File: src/rtl/wb_stage.sv
// -----------------------------------------------------------------------------
// wb_stage -- pipeline write-back stage.
//
// Picks the result for an instruction leaving MEM and turns it into a
// register-file write. The write is registered, so it appears one cycle after
// the instruction is accepted. The stage also counts retired instructions.
//
// Optional feature, selected by the macro WB_LOAD_ALIGN_EN:
//   defined   - load data is the addressed byte or halfword, or the low word,
//               taken from in_mem and sign- or zero-extended to XLEN.
//   undefined - load data is in_mem unchanged; in_ld_size, in_ld_unsigned and
//               in_addr_lo are ignored.
//
// Ports:
//   clk, rst        clock; asynchronous active-high reset
//   in_valid        MEM stage presents an instruction
//   in_ready        stage can accept this cycle (= !stall)
//   in_rd_sel       result source: 0 alu, 1 load, 2 imm, 3 pc+4, 4 pc+imm,
//                   5..7 accepted, but they never write
//   in_rd_we        instruction writes rd
//   in_rd_addr      destination register (x0 is never written)
//   in_alu, in_mem, in_imm, in_pc   operand sources
//   in_ld_size      00 byte, 01 half, 1x word
//   in_ld_unsigned  zero-extend load data
//   in_addr_lo      load address bits [1:0]
//   stall           hold: nothing is accepted
//   flush           discard the instruction presented this cycle
//   rf_we, rf_waddr, rf_wdata   registered register-file write port
//   instret         retired-instruction counter (wraps)
// -----------------------------------------------------------------------------
module wb_stage #(
    parameter int XLEN   = 32,
    parameter int REG_AW = 5,
    parameter int CNT_W  = 64
) (
    input  logic              clk,
    input  logic              rst,
    input  logic              in_valid,
    output logic              in_ready,
    input  logic [2:0]        in_rd_sel,
    input  logic              in_rd_we,
    input  logic [REG_AW-1:0] in_rd_addr,
    input  logic [XLEN-1:0]   in_alu,
    input  logic [XLEN-1:0]   in_mem,
    input  logic [XLEN-1:0]   in_imm,
    input  logic [XLEN-1:0]   in_pc,
    input  logic [1:0]        in_ld_size,
    input  logic              in_ld_unsigned,
    input  logic [1:0]        in_addr_lo,
    input  logic              stall,
    input  logic              flush,
    output logic              rf_we,
    output logic [REG_AW-1:0] rf_waddr,
    output logic [XLEN-1:0]   rf_wdata,
    output logic [CNT_W-1:0]  instret
);

    localparam logic [2:0] SEL_ALU    = 3'd0;
    localparam logic [2:0] SEL_LOAD   = 3'd1;
    localparam logic [2:0] SEL_IMM    = 3'd2;
    localparam logic [2:0] SEL_PC4    = 3'd3;
    localparam logic [2:0] SEL_PC_IMM = 3'd4;

    localparam logic [XLEN-1:0] PC_STEP = XLEN'(4);
    localparam logic [CNT_W-1:0] CNT_ONE = CNT_W'(1);

    logic              accept;
    logic              sel_legal;
    logic [XLEN-1:0]   ld_data;
    logic [XLEN-1:0]   result_next;
    logic              rf_we_next;

    logic              rf_we_reg;
    logic [REG_AW-1:0] rf_waddr_reg;
    logic [XLEN-1:0]   rf_wdata_reg;
    logic [CNT_W-1:0]  instret_reg;

    // flush wins over in_valid; stall blocks acceptance even with flush.
    assign in_ready = !stall;
    assign accept   = in_valid && !stall && !flush;

`ifdef WB_LOAD_ALIGN_EN
    localparam logic [XLEN-1:0] ONE    = XLEN'(1);
    // Bits above the loaded field, set when sign-extending. For a word load
    // with XLEN == 32 the shift overflows to 0, so the mask becomes 0.
    localparam logic [XLEN-1:0] MASK_B = ~((ONE << 8)  - ONE);
    localparam logic [XLEN-1:0] MASK_H = ~((ONE << 16) - ONE);
    localparam logic [XLEN-1:0] MASK_W = ~((ONE << 32) - ONE);

    logic [7:0]      mem_byte [4];
    logic [15:0]     mem_half [2];
    logic [31:0]     ld_raw;
    logic            ld_sign;
    logic [XLEN-1:0] ld_mask;
    logic            unused_mem_hi;

    genvar gi;
    generate
        for (gi = 0; gi < 4; gi++) begin : g_byte
            assign mem_byte[gi] = in_mem[8*gi +: 8];
        end
        for (gi = 0; gi < 2; gi++) begin : g_half
            assign mem_half[gi] = in_mem[16*gi +: 16];
        end
    endgenerate

    // Bits above 31 are never loaded.
    assign unused_mem_hi = ^in_mem;

    always_comb begin
        ld_raw  = in_mem[31:0];
        ld_sign = in_mem[31];
        ld_mask = MASK_W;
        case (in_ld_size)
            2'b00: begin
                ld_raw  = {24'd0, mem_byte[in_addr_lo]};
                ld_sign = mem_byte[in_addr_lo][7];
                ld_mask = MASK_B;
            end
            2'b01: begin
                ld_raw  = {16'd0, mem_half[in_addr_lo[1]]};
                ld_sign = mem_half[in_addr_lo[1]][15];
                ld_mask = MASK_H;
            end
            default: begin
                ld_raw  = in_mem[31:0];
                ld_sign = in_mem[31];
                ld_mask = MASK_W;
            end
        endcase
        ld_data = XLEN'(ld_raw) | ((ld_sign && !in_ld_unsigned) ? ld_mask : '0);
    end
`else
    logic unused_ld_ctrl;

    assign unused_ld_ctrl = ^{in_ld_size, in_ld_unsigned, in_addr_lo};
    assign ld_data        = in_mem;
`endif

    // Result mux; codes 5..7 give 0 and never write.
    always_comb begin
        result_next = '0;
        sel_legal   = 1'b1;
        case (in_rd_sel)
            SEL_ALU:    result_next = in_alu;
            SEL_LOAD:   result_next = ld_data;
            SEL_IMM:    result_next = in_imm;
            SEL_PC4:    result_next = in_pc + PC_STEP;
            SEL_PC_IMM: result_next = in_pc + in_imm;
            default: begin
                result_next = '0;
                sel_legal   = 1'b0;
            end
        endcase
    end

    assign rf_we_next = accept && in_rd_we && (in_rd_addr != '0) && sel_legal;

    always_ff @(posedge clk or posedge rst) begin
        if (rst) begin
            rf_we_reg    <= 1'b0;
            rf_waddr_reg <= '0;
            rf_wdata_reg <= '0;
            instret_reg  <= '0;
        end else begin
            // rf_we is a one-cycle pulse; address/data hold between acceptances.
            rf_we_reg <= rf_we_next;
            if (accept) begin
                rf_waddr_reg <= in_rd_addr;
                rf_wdata_reg <= result_next;
                instret_reg  <= instret_reg + CNT_ONE;
            end
        end
    end

    assign rf_we    = rf_we_reg;
    assign rf_waddr = rf_waddr_reg;
    assign rf_wdata = rf_wdata_reg;
    assign instret  = instret_reg;

endmodule

File: config.mk
export PLATFORM = sky130hd
export DESIGN_NAME = wb_stage
export DESIGN_NICKNAME = d
export VERILOG_FILES = /design/src/rtl/wb_stage.sv
export SDC_FILE = /design/constraint.sdc
export NUM_CORES = 1
export LEC_CHECK = 0
export CORE_ASPECT_RATIO = 1.5
export CORE_MARGIN = 10
export CORE_UTILIZATION = 43
export CTS_CLUSTER_DIAMETER = 100
export DETAILED_ROUTE_END_ITERATION = 10
export GPL_TIMING_DRIVEN = 0
export HOLD_SLACK_MARGIN = 0.08
export PLACE_DENSITY = 0.79
export SLEW_MARGIN = 20
export SYNTH_ARGS = -nofsm -noshare
export SYNTH_HDL_FRONTEND = slang
export SYNTH_SLANG_ARGS = --single-unit
File: constraint.sdc
create_clock -name clk -period 3.45 [get_ports clk]
set_clock_uncertainty 0.15 [all_clocks]
set_input_delay 0.69 -clock clk [delete_from_list [all_inputs] [get_ports clk]]
set_output_delay 0.69 -clock clk [all_outputs]
set_load 0.01 [all_outputs]
==> reports/qor.yml, run 1 <==
status: "finished clean"
instances_no_fill: 1269
postCtsHoldBufs: 0
rows: 59
finalHoldViolCount: 0
ys_seq_elements: 102
num_io_pins: 250
htreeDepth: 3
critPathMaxStageDelay_ns: 0.44
clock-sinks: 102
dp_cells: 1258
start_util_pct: 43.6
syn_area_mm2: 0.00756
fmax_ghz: 0.293
first_iter_violations: 642
layout-drive-gt1-share_pct: 9.47
grt_util_met2_pct: 42.2
insertedDiodeCount: 0
maxSlewViolCount: 0
fin_crit_sh_pct: 98.8
grt_max_degree: 34
largest_reg_flops: 64
worst-path-stages: 11
hold_path.class: "register to register"
setup_violations: 0
maxCapViolCount: 0
whs_ns: 0.335
relSlewSlack_pct: 36.8
fillCellCount: 1495
drt-pass1-iter-count: 6
grt_use_met1_pct: 23.2
yosysSeqAreaShare_pct: 33.8
use_met3_pct: 6.99
stdcell_area_mm2: 0.0107
die-width_um: 128
die-area_mm2: 0.0234
path_buf_inv: 3
required_ns: 3.53
power_uw: 3600
crit_path_end_kind: "register"
cp_max_fo: 9
gr-total-overflow: 0
busiest_layer: "met2"
drcViolationCount: 0
track_usage_pct: 23.2
synth_cell_types: 70
via_per_inst: 5.94
power_leakage_uw: 0.00458
vdd_ir_drop_max_uv: 218
wl_per_cell_um: 22.3
worst_setup_path_start_kind: "input port"
synth.avg_cell_area_um2: 9.45
worstPathArrival_ns: 3.49
synth.area.top_cells: "dfrtp_1 (34%), xnor2_1 (8.3%), mux4_2 (7.7%)"
syn_inst: 800
numCtsBuffers: 9
detailed_place_hpwl_um: 23500
crit_family: "compound AO/OA/AOI/OAI gates"
globalplace.congestion: 0.978
grt_pass1_vias: 8009
dr_total_vias: 7540
cts_root_buffer: "clkbuf_16"
tightest_slew_ns: 0.947
powerDensity_mw_per_mm2: 337
core_mm2: 0.0173
ys.flop_type: "dfrtp_1"
hold-path-cell-count: 2
cpMaxStageDelayCell: "clkdlybuf4s50_1"
synth.largest_area_cell: "dfrtp_1"
io_buffers: 242
async_reset_ff_share_pct: 100
antenna_found_initial: 0
yosysWarnings: 0
syn2layout_area_growth_pct: 41.4
ant_nets: 0
synth_edf_count: 0
min_period_ns: 3.41
grt_pass1_wl_um: 43200
r2r_cells: 8
nets: 1233
crit_type: "input port to register"
clockBufferDepth: 2
cts_tree: "built"
die_y_um: 182
path_cells: "clkdlybuf4s50_1 > ha_1 > a211oi_1 > o21bai_1 > a221oi_1 > nand3_1 > buf_4 > a31oi_1 > xnor2_1 > a222oi_1 > inv_1"
netlist.area_leader.share_pct: 33.8
postRouteWirelength_um: 28300
clk_pin_slew_ns: 0.08
syn-num-nets: 981
dpl-instance-area_mm2: 0.0103
clock_latency_ns: 0.35
stage by stage:
stage               utilization [%]  TNS (ns)  worst slack [ns]
finish                         61.6         0            0.0408
global route                   61.6   -0.0167           -0.0129
CTS                            61.2   -0.0115           -0.0115
detailed placement             59.4    -10.38            -0.740
global placement               59.1     -9.93            -0.744
floorplan                         -         0             0.435
metal layers:
layer  wire, µm  vias to the layer above  share of wire [%]
met1       9790                     3680                 35
met5          0                        -                  0
met3       2600                       71                9.2
met2      14700                      346                 52
met4       1180                        0                4.2
li1           -                     3443                  -
cells in the final DEF, fill, tap and decap left out, types with 5 or more instances in the layout:
cell and instances:
and2_1 6, nand2_1 81, nor3_1 15, o21ai_0 39, xor2_1 41, and3_1 16, and3_2 5, ha_1 33
a31oi_1 6, a22oi_1 11, clkdlybuf4s50_1 237, and4_1 6, nor2_1 58, mux4_2 26, clkbuf_16 9, a21oi_1 32
inv_1 20, nand3_1 42, o211ai_1 5, a221oi_1 8, clkbuf_1 20, mux2i_1 11, nand4_1 16, xnor2_1 72
a21o_1 14, o21bai_1 8, dfrtp_1 102
synth_stat cells (17+ instances only):
cell and instances:
xor2_1 41, dfrtp_1 102, nand3_1 44, nand2_1 81, mux4_2 26, clkbuf_1 25
xnor2_1 72, nor3_1 17, nor2_1 59, ha_1 33, a21oi_1 34, inv_1 21
o21ai_0 42
layout make-up:
cell class                 instances  area (µm²)  area share, %
buffer                            27         105          0.983
tap                              213         267           2.49
clock inverter                     6        70.1          0.656
multi-input combinational        642        4880           45.6
clock buffer                       9         225           2.11
inverter                          23        90.1          0.843
sequential                       102        2550           23.9
timing repair buffer             247        2500           23.4
worst register-to-register path: cells and delay by family, from the launching register on:
family / cells / cell delay [ns]
AND/OR/NAND/NOR: 7 / 1.81
XOR/XNOR: 1 / 0.18
flip-flops: 1 / 0.44
cells by family after synthesis:
kind of cell / share of synthesized area (%)
AND/OR/NAND/NOR: 20.5
AO/OA/AOI/OAI: 14.6
XOR/XNOR: 13.1
flip-flops: 33.8
buffers and inverters: 2.78
multiplexers: 9.50
adder cells (fa/ha/maj): 5.73
power by group:
part / total (µW) / internal [µW] / leakage (µW) / switching, µW
clock network: 1060 / 567 / 0.000140 / 490
logic: 1180 / 601 / 0.00311 / 576
registers: 1370 / 1290 / 0.00133 / 75.3
total: 3600 / 2460 / 0.00458 / 1140
what timing repair did:
| item | in CTS | in global routing |
|---|---|---|
| buffers inserted | 0 | 2 |
| endpoints found under the setup margin | 13 | 22 |
| pin swaps | 0 | 3 |
| resized for setup | 9 | 21 |
worst paths after layout:
check	start	endpoint	slack, ns
min in group asynchronous	rst	rf_waddr[4]$_DFFE_PP0P_	0.47
setup reg to reg	instret[15]$_DFFE_PP0P_	instret[57]$_DFFE_PP0P_	0.80
hold reg to reg	rf_wdata[21]$_DFFE_PP0P_	rf_wdata[21]$_DFFE_PP0P_	0.33
setup / recovery	in_imm[12]	rf_wdata[23]$_DFFE_PP0P_	0.04
hold / removal	rf_wdata[21]$_DFFE_PP0P_	rf_wdata[21]$_DFFE_PP0P_	0.33
max in group asynchronous	rst	instret[24]$_DFFE_PP0P_	1.75
No activity file was read; power rests on OpenSTA's default activity.
==> run 2: changes to the inputs <==
--- a/config.mk
+++ b/config.mk
@@ -5,7 +5,7 @@
 export SDC_FILE = /design/constraint.sdc
 export NUM_CORES = 1
 export LEC_CHECK = 0
-export CORE_ASPECT_RATIO = 1.5
+export CORE_ASPECT_RATIO = 0.7
 export CORE_MARGIN = 10
 export CORE_UTILIZATION = 43
 export CTS_CLUSTER_DIAMETER = 100
==> reports/qor.yml, run 2 (synthesis results as in run 1) <==
setup_violations: 0  # unchanged
wl_per_cell_um: 21.9  # -1.8%
cts_tree: "built"
cpMaxStageDelayCell: "buf_1"
core_mm2: 0.0172  # -0.76%
required_ns: 3.54  # about the same
vdd_ir_drop_max_uv: 275  # +26%
antenna_found_initial: 1  # +1
cts_root_buffer: "clkbuf_16"
p_switching_uw: 1170  # +2.8%
powerDensity_mw_per_mm2: 332  # -1.4%
first_iter_violations: 891  # +39%
power.share.switching_pct: 32.7  # +1.0 points
tightest_slew_ns: 0.984  # +0.0366 ns
ant_nets: 0  # unchanged
clockBufferDepth: 2  # unchanged
pwr-share-comb_pct: 32.8  # about the same
syn2layout_area_growth_pct: 42.9
stdcell_area_mm2: 0.0108  # +1.0%
whs_ns: 0.327  # -0.00731 ns
grt_pass1_vias: 7366  # -8.0%
clock-sinks: 102  # unchanged
drt-pass1-iter-count: 7  # +1
fillCellCount: 1489  # -0.40%
grt_pass1_wl_um: 42900  # -0.50%
dpl-instance-area_mm2: 0.0103  # +0.22%
num_io_pins: 250  # unchanged
busiest_layer: "met2"
worstPathArrival_ns: 3.46  # -0.03 ns
power_frac_clock_pct: 29.1  # -0.2 points
globalplace.congestion: 0.931  # -4.9%
fmax_ghz: 0.297  # +1.2%
nets: 1237  # +0.32%
relSlewSlack_pct: 34.4  # -2.4 points
crit_type: "input port to register"
use_met3_pct: 5.68  # -1.3 points
dr_total_vias: 7603  # +0.84%
io_buffers: 242  # unchanged
die-width_um: 178  # +39%
die_y_um: 131  # -28%
mostFrequentLayoutCells: "clkdlybuf4s50_1 (238), dfrtp_1 (102), nand2_1 (81), xnor2_1 (72), nor2_1 (58)"
maxCapViolCount: 0  # unchanged
critPathMaxStageDelay_ns: 0.63  # +0.19 ns
grt_max_degree: 35  # +2.9%
grt_use_met1_pct: 33.8  # +11 points
path_cells: "clkdlybuf4s50_1 > buf_1 > inv_2 > buf_1 > mux4_2 > a221oi_1 > nor2_1"
drcViolationCount: 0  # unchanged
fin_crit_sh_pct: 97.6  # -1.2 points
rsz0062_at_grt: "true"
via_per_inst: 5.88  # -1.0%
detailed_place_hpwl_um: 22600  # -3.8%
finalHoldViolCount: 0  # unchanged
rows: 40  # -32%
power_leakage_uw: 0.00461  # +0.76%
seqPwrFrac_pct: 38.1  # about the same
p_int_uw: 2420  # -1.8%
largest_reg_flops: 64  # unchanged
numCtsBuffers: 9  # unchanged
start_util_pct: 43.9  # +0.33 points
clk_pin_slew_ns: 0.08  # about the same
clock_latency_ns: 0.35  # about the same
layout-drive-gt1-share_pct: 10.2  # +0.71 points
htreeDepth: 3  # unchanged
final_common_cell: "clkdlybuf4s50_1"
status: "finished clean"
hold_path.class: "register to register"
path_common_cell: "buf_1"
gr-total-overflow: 0  # unchanged
fin_setup_tns_ns: 0  # unchanged
postRouteWirelength_um: 28300  # about the same
die-area_mm2: 0.0234  # -0.11%
maxSlewViolCount: 0  # unchanged
cp_max_fo: 10  # +1
grt_util_met2_pct: 35.2  # -7.0 points
min_period_ns: 3.37  # -0.0410 ns
track_usage_pct: 23.6  # +0.37 points
crit_path_end_kind: "register"
worst_setup_path_start_kind: "input port"
run 2: what timing repair did:
action | CTS | global route
hold buffers | 0 | 0
gates cloned | 0 | 0
setup endpoints to repair | 11 | 24
pin swaps | 0 | 6
buffers inserted | 0 | 7
gates resized for setup | 9 | 26
run 2: routing by layer:
metal / vias up / part of all wire [%]
li1: 3458 / -
met1: 3676 / 45
met2: 434 / 44
met3: 35 / 10
met4: 0 / 1.6
met5: - / 0
run 2: path summary, 6_finish.rpt:
kind                                         start  cells after the start                        to  slack [ns]
setup / recovery                      in_rd_sel[0]                      7  rf_wdata[13]$_DFFE_PP0P_        0.08
hold / removal             instret[63]$_DFFE_PP0P_                      1   instret[63]$_DFFE_PP0P_        0.33
setup reg to reg           instret[22]$_DFFE_PP0P_                      8   instret[58]$_DFFE_PP0P_        0.76
hold reg to reg            instret[63]$_DFFE_PP0P_                      1   instret[63]$_DFFE_PP0P_        0.33
max in group asynchronous                      rst                      4  rf_wdata[28]$_DFFE_PP0P_        1.96
min in group asynchronous                      rst                      2   rf_wdata[1]$_DFFE_PP0P_        0.49
run 2: through the flow:
step | util (%) | setup slack [ns] | total power (µW) | instances
6_report | 62.7 | 0.0818 | 3590 | 1293
5_1_grt | 62.7 | -0.0592 | 3760 | 1293
4_1_cts | 61.8 | 0.0124 | 3570 | 1291
3_5_place_dp | 60.0 | -0.945 | 2520 | 1276
3_3_place_gp | 59.7 | -0.962 | 2490 | 1273
2_1_floorplan | - | 0.435 | 1940 | 800
run 2: area by class of cell:
type                            count  area [µm²]  share of cell area, %
Buffer                             26        97.6                  0.904
Tap cell                          231         289                   2.68
Inverter                           23        90.1                  0.834
Timing Repair Buffer              252        2540                   23.5
Sequential cell                   102        2550                   23.6
Antenna cell                        1        2.50                 0.0232
Clock buffer                       10         229                   2.12
Multi-Input combinational cell    642        4930                   45.6
Clock inverter                      6        67.6                  0.626
run 2: worst max-delay path: cells and delay by family:
kind	cells	cell delay, ns
compound gates	1	0.39
buf+inv	4	1.91
simple gates	1	0.07
mux	1	0.39
run 2: power groups by stage:
stage	clock (µW)	combinational, µW	sequential (µW)
5_1_grt	1120	1270	1380
6_report	1040	1180	1370
3_5_place_dp	0	1130	1390
3_3_place_gp	0	1110	1390
2_1_floorplan	0	512	1430
4_1_cts	1060	1140	1370
==> edit: new RTL, settings of run 1 <==
Change the parameter `REG_AW` from 5 to 4.
--- a/src/rtl/wb_stage.sv
+++ b/src/rtl/wb_stage.sv
@@ -32,3 +32,3 @@
     parameter int XLEN   = 32,
-    parameter int REG_AW = 5,
+    parameter int REG_AW = 4,
     parameter int CNT_W  = 64
Interface: changed (resized in_rd_addr and rf_waddr); port bits go from 250 to 248. No check against the original RTL was run, so the function may have changed too.
==> edit against run 1 <==
- setup slack gained 83 ps
- sequential cell count decreased by 1
- largest cell class unchanged
- area after synthesis fell by 2.5%
- cell area is 1.9% lower
- largest power group unchanged
- wire length decreased by 2.5%
- total power down 0.33%
==> edit: results (changes against run 1) <==
syn-instance-count: 779  # was 800
nFillCells: 1440  # was 1,495
yosys-top-cells-count: "101 x dfrtp_1, 82 x xnor2_1, 73 x nand2_1, 57 x nor2_1, 48 x nand3_1"  # was 102 x dfrtp_1, 81 x nand2_1, 72 x xnor2_1, 59 x nor2_1, 44 x nand3_1
io_buffers: 241  # was 242
yosysUniqueCellTypes: 66  # was 70
syn_nets: 959  # was 981
hp-class: "reg2reg"  # unchanged
initialDrtViolationCount: 516  # was 642
grt_first_pass_wirelength_um: 43360  # was 43,160 um
htreeDepth: 3  # unchanged
slew_headroom_pct: 47.37  # was 36.84%
yosys_warnings: 0  # unchanged
p_leak_nw: 4.430  # was 4.579 nW
status: "finished clean"  # unchanged
viasPerCell: 5.791  # was 5.942
place_hpwl_um: 22780  # was 23,490 um
cts_buffers: 9  # unchanged
antenna_found_initial: 2  # was 0
root_buffer: "clkbuf_16"  # unchanged
synth_area_leaders: "dfrtp_1 34%, xnor2_1 9.7%, mux4_2 6.1%"  # was dfrtp_1 34%, xnor2_1 8.3%, mux4_2 7.7%
firstDrtPassIters: 5  # was 6
synth_compound_area_share_pct: 14.57  # was 14.59%
layout.cells.non_filler: 1249  # was 1,269
clk_pin_slew_ps: 80  # about the same
post_cts_resized: 7  # was 9
first_global_vias: 7784  # was 8,009
slowest_stage: "clkdlybuf4s50_1"  # unchanged
clk_latency_ps: 350  # about the same
synthXorXnorAreaFrac_pct: 13.91  # was 13.10%
setup_violations: 0  # unchanged
fin_nets: 1214  # was 1,233
grt_max_degree: 28  # was 34
grt_use_total_pct: 23.67  # was 23.22%
avgRoutedWirePerCell_um: 22.09  # was 22.30 um
cpLargestDelayFamily: "simple AND/OR/NAND/NOR gates"  # was compound AO/OA/AOI/OAI gates
gp_congestion: 0.9724  # was 0.9784
worst_path_largest_cell_delay_ps: 580  # was 440 ps
synthAdderAreaFrac_pct: 5.875  # was 5.728%
clockBufferDepth: 2  # unchanged
critPathArrivalTime_ps: 3380  # was 3490 ps
synthArstFlopShare_pct: 100.0  # unchanged
place_area_um2: 10110  # was 10,310 um^2
yosysSeqAreaShare_pct: 34.30  # was 33.77%
critPathMaxFanout: 6  # was 9
synthMuxAreaShare_pct: 8.202  # was 9.503%
largest_reg_flops: 64  # unchanged
final_antenna_net_count: 0  # unchanged
vdd_drop_max_mv: 0.2130  # was 0.2178 mV
drive_gt1_share_pct: 8.085  # was 9.470%
postCtsSetupBuffers: 0  # unchanged
num_antenna_cells: 0  # unchanged
gr-total-overflow: 0  # unchanged
## edit: cell count changes after synthesis, sizes merged, moves of 6 or more
cell	change
nand2	-10
mux4	-6
and4	+6
o21ai	-16
a221oi	+6
xor2	-6
nor3	-8
mux2i	-8
nand3	+6
mux2	+9
o221ai	+10
xnor2	+10
a21oi	+13
## edit: stage by stage
stage | setup slack, ps | utilization [%]
after floorplan | 508.4 | -
after global placement | -459.0 | 59.68
after detailed placement | -475.5 | 60.03
after CTS | 1.270 | 61.93
after global routing | 21.43 | 62.26
final | 123.8 | 62.26
## edit: area by class of cell
cell class | count | area share, %
multi-input cells | 630 | 44.78
flip-flops and latches | 101 | 24.11
repair buffers | 244 | 23.78
well taps | 210 | 2.507
clock buffers | 9 | 2.148
plain buffers | 31 | 1.206
clock inverters | 7 | 0.8236
inverters | 17 | 0.6445
## edit: metal layers
layer | vias up | part of all wire (%) | track usage [%]
li1 | 3370 | - | -
met1 | 3514 | 35 | 23.55
met2 | 284 | 53 | 43.31
met3 | 61 | 8.1 | 7.951
met4 | 4 | 3.9 | 9.822
met5 | - | 0.094 | 0
## edit: power breakdown
part | switching (mW) | total [mW] | leakage (nW) | internal [mW]
sequential | 0.0742 | 1.36 | 1.34 | 1.28
combinational | 0.559 | 1.15 | 2.94 | 0.587
clock | 0.558 | 1.08 | 0.152 | 0.527
total | 1.19 | 3.59 | 4.43 | 2.40
## edit: path summary, 6_finish.rpt
kind	startpoint	to	slack, ps	cells past startpoint
max	in_pc[13]	rf_wdata[25]	120	10
min	instret[63]	instret[63]	320	1
max reg2reg	instret[4]	instret[63]	820	8
min reg2reg	instret[63]	instret[63]	320	1
max in group asynchronous	rst	instret[59]	1820	4
min in group asynchronous	rst	instret[14]	590	2
